===== config.mk =====
export PLATFORM = sky130hd
export DESIGN_NAME = pmem_loader_flat
export DESIGN_NICKNAME = d
export VERILOG_FILES = /design/src/rtl/pmem_loader_pkg.sv /design/src/rtl/pmem_loader_if.sv /design/src/rtl/pmem_loader.sv /design/src/flat_wrapper.sv
export SDC_FILE = /design/constraint.sdc
export NUM_CORES = 1
export LEC_CHECK = 0
export ABC_CLOCK_PERIOD_IN_PS = 3800
export BUFFER_PORTS_ARGS = -buffer_cell sky130_fd_sc_hd__buf_2
export CORE_MARGIN = 10
export CORE_UTILIZATION = 60
export DETAILED_ROUTE_END_ITERATION = 10
export GPL_TIMING_DRIVEN = 0
export PLACE_DENSITY = 0.77
export SETUP_SLACK_MARGIN = 0.4
export SLEW_MARGIN = 20
export SYNTH_ARGS = -nofsm -noshare
export SYNTH_HDL_FRONTEND = slang
export SYNTH_SLANG_ARGS = --single-unit

===== constraint.sdc =====
create_clock -name mclk -period 3.8 [get_ports mclk]
set_input_delay 0.38 -clock mclk [delete_from_list [all_inputs] [get_ports mclk]]
set_output_delay 0.38 -clock mclk [all_outputs]
set_load 0.01 [all_outputs]

===== src/rtl/pmem_loader_pkg.sv =====
// Shared types and constants for the byte-stream program-memory loader.
// Holds the loader FSM encoding, error codes and the default memory size.
package pmem_loader_pkg;

  // Default MSB of the program-memory word address (4K words).
  localparam int PMEM_MSB = 11;

  typedef enum logic [3:0] {
    ST_IDLE,
    ST_ADDR_LO,
    ST_ADDR_HI,
    ST_CNT_LO,
    ST_CNT_HI,
    ST_RANGE,
    ST_DATA_LO,
    ST_DATA_HI,
    ST_CHK,
    ST_DONE,
    ST_ERR
  } state_t;

  localparam logic [1:0] ERR_NONE  = 2'd0;
  localparam logic [1:0] ERR_RANGE = 2'd1;
  localparam logic [1:0] ERR_CHK   = 2'd2;

  // States in which the loader is willing to take a byte from the stream.
  function automatic logic rxState(input state_t s);
    return s inside {ST_ADDR_LO, ST_ADDR_HI, ST_CNT_LO, ST_CNT_HI,
                     ST_DATA_LO, ST_DATA_HI, ST_CHK};
  endfunction

endpackage


===== src/rtl/pmem_loader_if.sv =====
// Byte-stream input and program-memory port B bundle for pmem_loader.
// master is the loader side, slave is the byte source / memory side.
interface pmem_loader_if
  import pmem_loader_pkg::*;
#(
  parameter int ADDR_MSB = PMEM_MSB
) ();

  logic [7:0]        rx_data;
  logic              rx_valid;
  logic              rx_ready;
  logic              enb;
  logic [1:0]        web;
  logic [ADDR_MSB:0] addrb;
  logic [15:0]       dinb;

  modport master (
    input  rx_data, rx_valid,
    output rx_ready, enb, web, addrb, dinb
  );

  modport slave (
    output rx_data, rx_valid,
    input  rx_ready, enb, web, addrb, dinb
  );

endinterface


===== src/rtl/pmem_loader.sv =====
// Loads a framed little-endian image from a byte stream into program memory
// port B, holding the CPU in reset until a checksum-clean load completes.
module pmem_loader
  import pmem_loader_pkg::*;
#(
  parameter int ADDR_MSB = PMEM_MSB
) (
  input  logic        mclk,
  input  logic        puc_rst,
  input  logic        start,
  pmem_loader_if.master bus,
  output logic        cpu_hold,
  output logic        done,
  output logic        err,
  output logic [1:0]  err_code
);

  localparam int AW = ADDR_MSB + 1;
  localparam logic [16:0] MEM_WORDS = 17'(1) << AW;

  state_t          state_q, state_d;
  logic [15:0]     addr_q, addr_d;
  logic [15:0]     cnt_q, cnt_d;
  logic [AW-1:0]   ptr_q, ptr_d;
  logic [7:0]      lo_q, lo_d;
  logic [7:0]      sum_q, sum_d;
  logic            rx_ready_q, rx_ready_d;
  logic            enb_q, enb_d;
  logic [1:0]      web_q, web_d;
  logic [AW-1:0]   addrb_q, addrb_d;
  logic [15:0]     dinb_q, dinb_d;
  logic            cpu_hold_q, cpu_hold_d;
  logic            done_q, done_d;
  logic            err_q, err_d;
  logic [1:0]      err_code_q, err_code_d;

  logic            accept;
  logic [7:0]      sumNext;
  logic [16:0]     endAddr;
  logic            addrHigh;
  logic            rangeBad;

  assign accept   = bus.rx_valid & rx_ready_q;
  assign sumNext  = sum_q + bus.rx_data;
  // Computed at 17 bits so an image ending exactly at the top still fits.
  assign endAddr  = {1'b0, addr_q} + {1'b0, cnt_q};
  assign addrHigh = (addr_q >> AW) != 16'd0;
  assign rangeBad = addrHigh | (endAddr > MEM_WORDS);

  always_comb begin
    state_d    = state_q;
    addr_d     = addr_q;
    cnt_d      = cnt_q;
    ptr_d      = ptr_q;
    lo_d       = lo_q;
    sum_d      = sum_q;
    enb_d      = 1'b0;
    web_d      = 2'b00;
    addrb_d    = addrb_q;
    dinb_d     = dinb_q;
    cpu_hold_d = cpu_hold_q;
    done_d     = done_q;
    err_d      = err_q;
    err_code_d = err_code_q;

    if (accept) begin
      sum_d = sumNext;
    end

    case (state_q)
      ST_IDLE, ST_DONE, ST_ERR: begin
        if (start) begin
          state_d    = ST_ADDR_LO;
          sum_d      = 8'd0;
          done_d     = 1'b0;
          err_d      = 1'b0;
          err_code_d = ERR_NONE;
          cpu_hold_d = 1'b1;
        end
      end
      ST_ADDR_LO: begin
        if (accept) begin
          addr_d[7:0] = bus.rx_data;
          state_d     = ST_ADDR_HI;
        end
      end
      ST_ADDR_HI: begin
        if (accept) begin
          addr_d[15:8] = bus.rx_data;
          state_d      = ST_CNT_LO;
        end
      end
      ST_CNT_LO: begin
        if (accept) begin
          cnt_d[7:0] = bus.rx_data;
          state_d    = ST_CNT_HI;
        end
      end
      ST_CNT_HI: begin
        if (accept) begin
          cnt_d[15:8] = bus.rx_data;
          state_d     = ST_RANGE;
        end
      end
      ST_RANGE: begin
        if (rangeBad) begin
          state_d    = ST_ERR;
          err_d      = 1'b1;
          err_code_d = ERR_RANGE;
        end else begin
          ptr_d   = addr_q[AW-1:0];
          state_d = (cnt_q == 16'd0) ? ST_CHK : ST_DATA_LO;
        end
      end
      ST_DATA_LO: begin
        if (accept) begin
          lo_d    = bus.rx_data;
          state_d = ST_DATA_HI;
        end
      end
      ST_DATA_HI: begin
        if (accept) begin
          enb_d   = 1'b1;
          web_d   = 2'b11;
          addrb_d = ptr_q;
          dinb_d  = {bus.rx_data, lo_q};
          ptr_d   = ptr_q + AW'(1);
          cnt_d   = cnt_q - 16'd1;
          state_d = (cnt_q == 16'd1) ? ST_CHK : ST_DATA_LO;
        end
      end
      ST_CHK: begin
        if (accept) begin
          if (sumNext == 8'd0) begin
            state_d    = ST_DONE;
            done_d     = 1'b1;
            cpu_hold_d = 1'b0;
          end else begin
            state_d    = ST_ERR;
            err_d      = 1'b1;
            err_code_d = ERR_CHK;
          end
        end
      end
      default: begin
        state_d = ST_IDLE;
      end
    endcase

    // rx_ready is registered, so it follows the state being entered.
    rx_ready_d = rxState(state_d);
  end

  always_ff @(posedge mclk) begin
    if (puc_rst) begin
      state_q    <= ST_IDLE;
      addr_q     <= 16'd0;
      cnt_q      <= 16'd0;
      ptr_q      <= '0;
      lo_q       <= 8'd0;
      sum_q      <= 8'd0;
      rx_ready_q <= 1'b0;
      enb_q      <= 1'b0;
      web_q      <= 2'b00;
      addrb_q    <= '0;
      dinb_q     <= 16'd0;
      cpu_hold_q <= 1'b1;
      done_q     <= 1'b0;
      err_q      <= 1'b0;
      err_code_q <= ERR_NONE;
    end else begin
      state_q    <= state_d;
      addr_q     <= addr_d;
      cnt_q      <= cnt_d;
      ptr_q      <= ptr_d;
      lo_q       <= lo_d;
      sum_q      <= sum_d;
      rx_ready_q <= rx_ready_d;
      enb_q      <= enb_d;
      web_q      <= web_d;
      addrb_q    <= addrb_d;
      dinb_q     <= dinb_d;
      cpu_hold_q <= cpu_hold_d;
      done_q     <= done_d;
      err_q      <= err_d;
      err_code_q <= err_code_d;
    end
  end

  assign bus.rx_ready = rx_ready_q;
  assign bus.enb      = enb_q;
  assign bus.web      = web_q;
  assign bus.addrb    = addrb_q;
  assign bus.dinb     = dinb_q;
  assign cpu_hold     = cpu_hold_q;
  assign done         = done_q;
  assign err          = err_q;
  assign err_code     = err_code_q;

endmodule

===== src/flat_wrapper.sv =====
// flat-port wrapper written by rule: the top's interface ports become plain ports
module pmem_loader_flat import pmem_loader_pkg::*;
#(
  parameter int ADDR_MSB = PMEM_MSB
)
  (mclk, puc_rst, start, cpu_hold, done, err, err_code, bus_rx_data, bus_rx_valid, bus_rx_ready, bus_enb, bus_web, bus_addrb, bus_dinb);
  pmem_loader_if #(.ADDR_MSB(ADDR_MSB)) bus_i ();
  input  logic mclk;
  input  logic puc_rst;
  input  logic start;
  output logic cpu_hold;
  output logic done;
  output logic err;
  output logic [1:0] err_code;
  input wire logic [$bits(bus_i.rx_data)-1:0] bus_rx_data;
  input wire logic [$bits(bus_i.rx_valid)-1:0] bus_rx_valid;
  output wire logic [$bits(bus_i.rx_ready)-1:0] bus_rx_ready;
  output wire logic [$bits(bus_i.enb)-1:0] bus_enb;
  output wire logic [$bits(bus_i.web)-1:0] bus_web;
  output wire logic [$bits(bus_i.addrb)-1:0] bus_addrb;
  output wire logic [$bits(bus_i.dinb)-1:0] bus_dinb;
  assign bus_i.rx_data = bus_rx_data;
  assign bus_i.rx_valid = bus_rx_valid;
  assign bus_rx_ready = bus_i.rx_ready;
  assign bus_enb = bus_i.enb;
  assign bus_web = bus_i.web;
  assign bus_addrb = bus_i.addrb;
  assign bus_dinb = bus_i.dinb;
  pmem_loader #(.ADDR_MSB(ADDR_MSB)) u_core (.mclk(mclk), .puc_rst(puc_rst), .start(start), .bus(bus_i), .cpu_hold(cpu_hold), .done(done), .err(err), .err_code(err_code));
endmodule

Word level (Yosys, flattened, before mapping)
Index checks and enable logic that the tools add are counted.
{"block": "totals", "regBits": 101, "latchBits": 0, "ramBits": 0, "mem_bits_ro": 0, "input_bits": 12, "output_inout_bits": 37, "word_cells": 115, "n_memories": 0}
{"block": "op_classes", "addsub": 4, "n_mul": 0, "div": 0, "n_lt_le_gt_ge": 1, "eq_ne": 27, "n_shift": 0, "n_mux": 42, "bitwise_logic": 3, "reduce_logical": 21}
{"operator": "4-bit 2-to-1 mux", "count": 11}
{"operator": "4-bit case mux with 9 select lines", "count": 1}
{"operator": "8-bit 2-to-1 mux", "count": 4}
{"operator": "8-bit case mux with 2 select lines", "count": 2}
{"operator": "4-bit by 3-bit == test with 1-bit output, second input constant", "count": 7}
{"operator": "12-bit 2-to-1 mux", "count": 2}
{"operator": "12-bit case mux with 2 select lines", "count": 1}
{"operator": "16-bit by 16-bit adder with 17-bit output", "count": 1}
{"operator": "17-bit by 13-bit greater-than comparator with 1-bit output, second input constant", "count": 1}
{"operator": "16-bit by 1-bit == test with 1-bit output, second input constant", "count": 1}
{"operator": "4-bit by 2-bit == test with 1-bit output, second input constant", "count": 4}
{"operator": "4-bit == test, second input constant", "count": 4}
{"operator": "16-bit logical NOT", "count": 1}
{"operator": "16-bit 2-to-1 mux", "count": 1}
{"operator": "16-bit nonzero test", "count": 1}
{"operator": "16-bit by 1-bit subtractor with 16-bit output, second input constant", "count": 1}
{"operator": "12-bit by 1-bit adder with 12-bit output, second input constant", "count": 1}
{"operator": "2-bit 2-to-1 mux", "count": 6}
{"operator": "2-bit by 1-bit inequality test with 1-bit output, second input constant", "count": 6}
{"operator": "1-bit 2-to-1 mux", "count": 10}
{"operator": "3-bit AND reduction", "count": 3}
{"operator": "8-bit adder", "count": 1}
{"operator": "4-bit by 1-bit == test with 1-bit output, second input constant", "count": 2}
{"operator": "8-bit logical NOT", "count": 1}
{"operator": "other kinds (16)", "count": 25}

Depth between registers and ports, before layout
{"block": "depth", "ltp_word": 7, "mapped_depth": 11, "ltp_nobuf": 10}

Worst setup path after synthesis
Ideal clock, no wire load.
{"block": "synth_path", "kind": "register -> register", "startpoint": "register u_core.cnt_q[0]", "endpoint": "register u_core.ptr_q[11]", "setup_time_ns": 0.132, "t_arrival_ns": 2.949, "slack_ns": 0.719, "stages_incl_launch_ff": 12, "synth_period_minus_slack_ns": 3.081, "path_cell_list": "dfxtp_1 -> ha_1 -> fa_1 -> a211oi_2 -> o211ai_1 -> a2111oi_0 -> nor4bb_1 -> nor4b_2 -> o2111ai_1 -> clkbuf_1 -> o2111ai_1 -> o31ai_1"}
{"block": "synth_via", "elab_chain_len": 5}
{"item": "from (decl)", "line_no": "pmem_loader.sv:23", "text": "logic [15:0] cnt_q, cnt_d;"}
{"item": "from (signal assigned)", "line_no": "pmem_loader.sv:174", "text": "cnt_q <= cnt_d;"}
{"item": "16-bit by 16-bit adder with 17-bit output", "line_no": "pmem_loader.sv:46", "text": "assign endAddr = {1'b0, addr_q} + {1'b0, cnt_q};"}
{"item": "17-bit by 13-bit greater-than comparator with 1-bit output", "line_no": "pmem_loader.sv:48", "text": "assign rangeBad = addrHigh | (endAddr > MEM_WORDS);"}
{"item": "1-bit OR", "line_no": "pmem_loader.sv:48"}
{"item": "2-bit inequality test (no line)"}
{"item": "3-bit AND reduction (no line)"}
{"item": "to (signal assigned)", "line_no": "pmem_loader.sv:175", "text": "ptr_q <= ptr_d;"}
{"item": "to (decl)", "line_no": "pmem_loader.sv:24", "text": "logic [AW-1:0] ptr_q, ptr_d;"}
No other way between the ends.
A chain may end at the register's enable or synchronous reset.

Worst setup path after layout
{"block": "layout_path", "startpoint": "register u_core.addr_q[7]", "endpoint": "register u_core.state_q[1]"}
{"block": "layout_via", "elab_chain_len": 5}
{"item": "from (decl)", "line_no": "pmem_loader.sv:22", "text": "logic [15:0] addr_q, addr_d;"}
{"item": "from (signal assigned)", "line_no": "pmem_loader.sv:173", "text": "addr_q <= addr_d;"}
{"item": "16-bit by 16-bit adder with 17-bit output", "line_no": "pmem_loader.sv:46"}
{"item": "17-bit by 13-bit greater-than comparator with 1-bit output", "line_no": "pmem_loader.sv:48"}
{"item": "1-bit OR", "line_no": "pmem_loader.sv:48"}
{"item": "4-bit 2-to-1 mux", "line_no": "pmem_loader.sv:106", "text": "if (rangeBad) begin"}
{"item": "4-bit case mux with 9 select lines", "line_no": "pmem_loader.sv:70", "text": "case (state_q)"}
{"item": "to (signal assigned)", "line_no": "pmem_loader.sv:172", "text": "state_q <= state_d;"}
{"item": "to (decl)", "line_no": "pmem_loader.sv:21", "text": "state_t state_q, state_d;"}
No other way between the ends.

==> metrics.cfg <==
[status]
status=completed

[synth]
synth_fp_nets=770
synth_top_cell_by_area=dfxtp_1
syn_avg_cell_area_sq_um=7.89
syn_inst=730
ys_warn_count=0
synth_edf_count=0
synth_seq_area_share=0.344
async_reset_ff_frac=0
synth_cell_type_count=68
syn_area_sq_mm=0.00576
synth_area_leaders=dfxtp_1 (34%), nand2_1 (6.9%), a21oi_1 (6.5%)
yosys.area.top_type_share=0.344
synth-seq-cells=99
synth_ff_type=dfxtp_1

[worst_hold_path]
hold_path_class=input pin to flip-flop

[final_layout]
num-nets-final=835
layout-drive-gt1-share=0.136
multi_input_area_sq_mm=0.00366
fillers=798
fin_util=0.704
seq_area_sq_mm=0.00199
num_antenna_cells=0
area_delta_synth_final_pct=13.4

[drt]
viasPerCell=6.35
via_count=5898
highest_layer=met4
wl_per_cell_um=18.8
drt_first_pass_iters=7
ant_nets=0
met1_length_mm=7.60
routed_wl_mm=17.4
drt_iter0_markers=655
met3_wirelength_mm=1.43
dr_wl_met2_mm=7.96
drc=0

[critical_path]
worst-r2r-cell-count=12
critPathKind=flip-flop to flip-flop
endpoint_kind=flip-flop
cp-startpoint=u_core.addr_q[7]
r2r_slack_ns=0.53
crit_fanout=8
worst_ep_required_time_ns=4.05
r2r-start=u_core.addr_q[7]
cp-start-kind=flip-flop
cp.arrival_ns=3.52
worstReg2RegEnd=u_core.state_q[1]
crit_path_end=u_core.state_q[1]

[clock_network]
cts_root_buf=clkbuf_8
clockBufferDepth=2
cts_max_level=3
clkTransAtPathRegs_ns=0.10
cts.sink_count=99
numCtsBuffers=9
cts_tree=built
insertion_delay_ns=0.38
ctsHoldBuffers=0

[timing]
setup-tns-final_ns=0
timing.fmax_mhz=305
setup_viol_count_final=0
relSlewSlack=0.456
period_needed_ns=3.27
rsz0062_at_grt=yes
min_period_over_period=0.861
fin_skew_ns=0.0112
finalHoldViolations=0
worst_pin_slew_ns=0.813
report.final.slew_viol_count=0

[global_routing]
grtUsageTotal=0.238
grt_max_degree=20
grt_pass1_vias=5551
grt_overflow=0
antenna_found_initial=1
grt_pass1_wl_mm=28.0

[floorplan]
die-area_sq_mm=0.0139
dieHeight_um=118
ios=49
die_w_um=118
core_area_sq_mm=0.00928
core.rowCount=35
initial_core_util=0.621

[placement]
hpwl_mm=12.7
io_buffers=46
gp_congestion=0.955

[pwr]
ir_drop_mv=0.246
power_density_mw_per_mm2=299
leakagePower_nw=2.62

[job]
cap_violations=0

==> kinds of logic after synthesis <==
logic type / count (synthesis) / synth area share
and+or+nand+nor: 286 / 0.240
AOI/OAI and AO/OA: 216 / 0.239
DFF: 99 / 0.344
buffers and inverters: 59 / 0.0404
muxes: 30 / 0.0523
adders and majority gates: 29 / 0.0651
xor gates and xnor gates: 11 / 0.0191
==> placed cells by master (no fill, tap or decap), types with 9 or more instances in the layout <==
cell and count:
a21oi_1 74, a22oi_1 17, buf_2 50, buf_4 9, clkbuf_1 41, clkbuf_8 9, dfxtp_1 98, ha_1 25
inv_1 10, mux2i_1 29, nand2_1 106, nand3_1 17, nand4_1 13, nor2_1 70, nor3_1 15, o21ai_0 43
==> per-stage QoR <==
stage | hold slack [ns] | total power, W | std cells | setup WS [ns] | cell area, sq um
5_1_grt | 0.358 | 0.00202 | 929 | 0.350 | 6540
6_report | 0.352 | 0.00196 | 929 | 0.526 | 6540
2_1_floorplan | 0.431 | 0.00123 | 730 | 0.719 | 5760
3_5_place_dp | 0.444 | 0.00130 | 905 | 0.0508 | 6150
4_1_cts | 0.334 | 0.00196 | 924 | 0.379 | 6400
3_3_place_gp | 0.434 | 0.00129 | 905 | 0.167 | 6150
==> layout make-up <==
class,instances,share of cell area
repair buffers,54,0.0440
inverters,10,0.00574
well taps,129,0.0247
flip-flops and latches,99,0.304
multi-input cells,572,0.561
clock inverters,7,0.0109
plain buffers,49,0.0312
clock buffers,9,0.0190
==> timing repair <==
action,in CTS,in global routing
pin swaps,4,19
setup buffers,3,4
endpoints found under the setup margin,19,19
cloned,0,1
hold endpoints to repair,0,0
resized for setup,7,27
==> synthesized netlist by cell type, drive strengths merged (3+ instances only) <==
cell type,number
a2111oi,5
a211o,3
a211oi,8
a21o,7
a21oi,76
a22oi,17
a31oi,3
and2,4
and3,8
buf,6
clkbuf,43
dfxtp,99
ha,26
inv,10
mux2i,29
nand2,106
nand2b,6
nand3,17
nand4,13
nor2,71
nor2b,5
nor3,16
nor3b,6
nor4,4
nor4b,3
o2111ai,4
o211ai,7
o21a,3
o21ai,43
o21bai,3
o22ai,5
o2bb2ai,3
o31ai,13
o41ai,5
or2,4
or3,9
or4,6
xnor2,7
xor2,3
==> worst max-delay path: stages, from the launching register on <==
cell	delay [ns]
dfxtp_1	0.35
ha_1	0.29
clkbuf_1	0.32
o21ai_0	0.27
nor3_2	0.40
nand2_1	0.14
o311ai_1	0.36
mux2i_1	0.24
buf_4	0.16
o211ai_1	0.09
buf_4	0.19
o21ai_0	0.23
a21oi_1	0.10
==> worst min-delay path by stage <==
stage | cells past startpoint | startpoint | endpoint
after floorplan | 2 | u_core.lo_q[0] | u_core.bus.dinb[0]
after global placement | 2 | u_core.done | u_core.done
after detailed placement | 2 | u_core.bus.addrb[3] | u_core.bus.addrb[3]
after CTS | 3 | bus_rx_data[0] | u_core.bus.dinb[8]
after global routing | 3 | bus_rx_data[1] | u_core.bus.dinb[9]
final | 3 | bus_rx_data[0] | u_core.bus.dinb[8]
==> power breakdown <==
group,leakage [nW],internal [W],switching [W]
clock,0.0931,0.000257,0.000411
sequential,0.799,0.00105,0.0000106
combinational,1.73,0.0000841,0.000143
total,2.62,0.00139,0.000565
==> layer usage <==
metal	GRT usage	vias to the layer above
met4	0.0765	0
met1	0.316	2770
met3	0.0436	45
li1	-	2788
met2	0.380	295
met5	0	-
==> sequential cells by signal, indices dropped and copies added, names as in the netlist, 4 cells and up <==
register / count
u_core.addr_q: 16
u_core.sum_q: 8
u_core.bus.addrb: 12
u_core.state_q: 4
u_core.lo_q: 8
u_core.ptr_q: 12
u_core.bus.dinb: 16
u_core.cnt_q: 16
No activity file was read; power rests on OpenSTA's default activity.
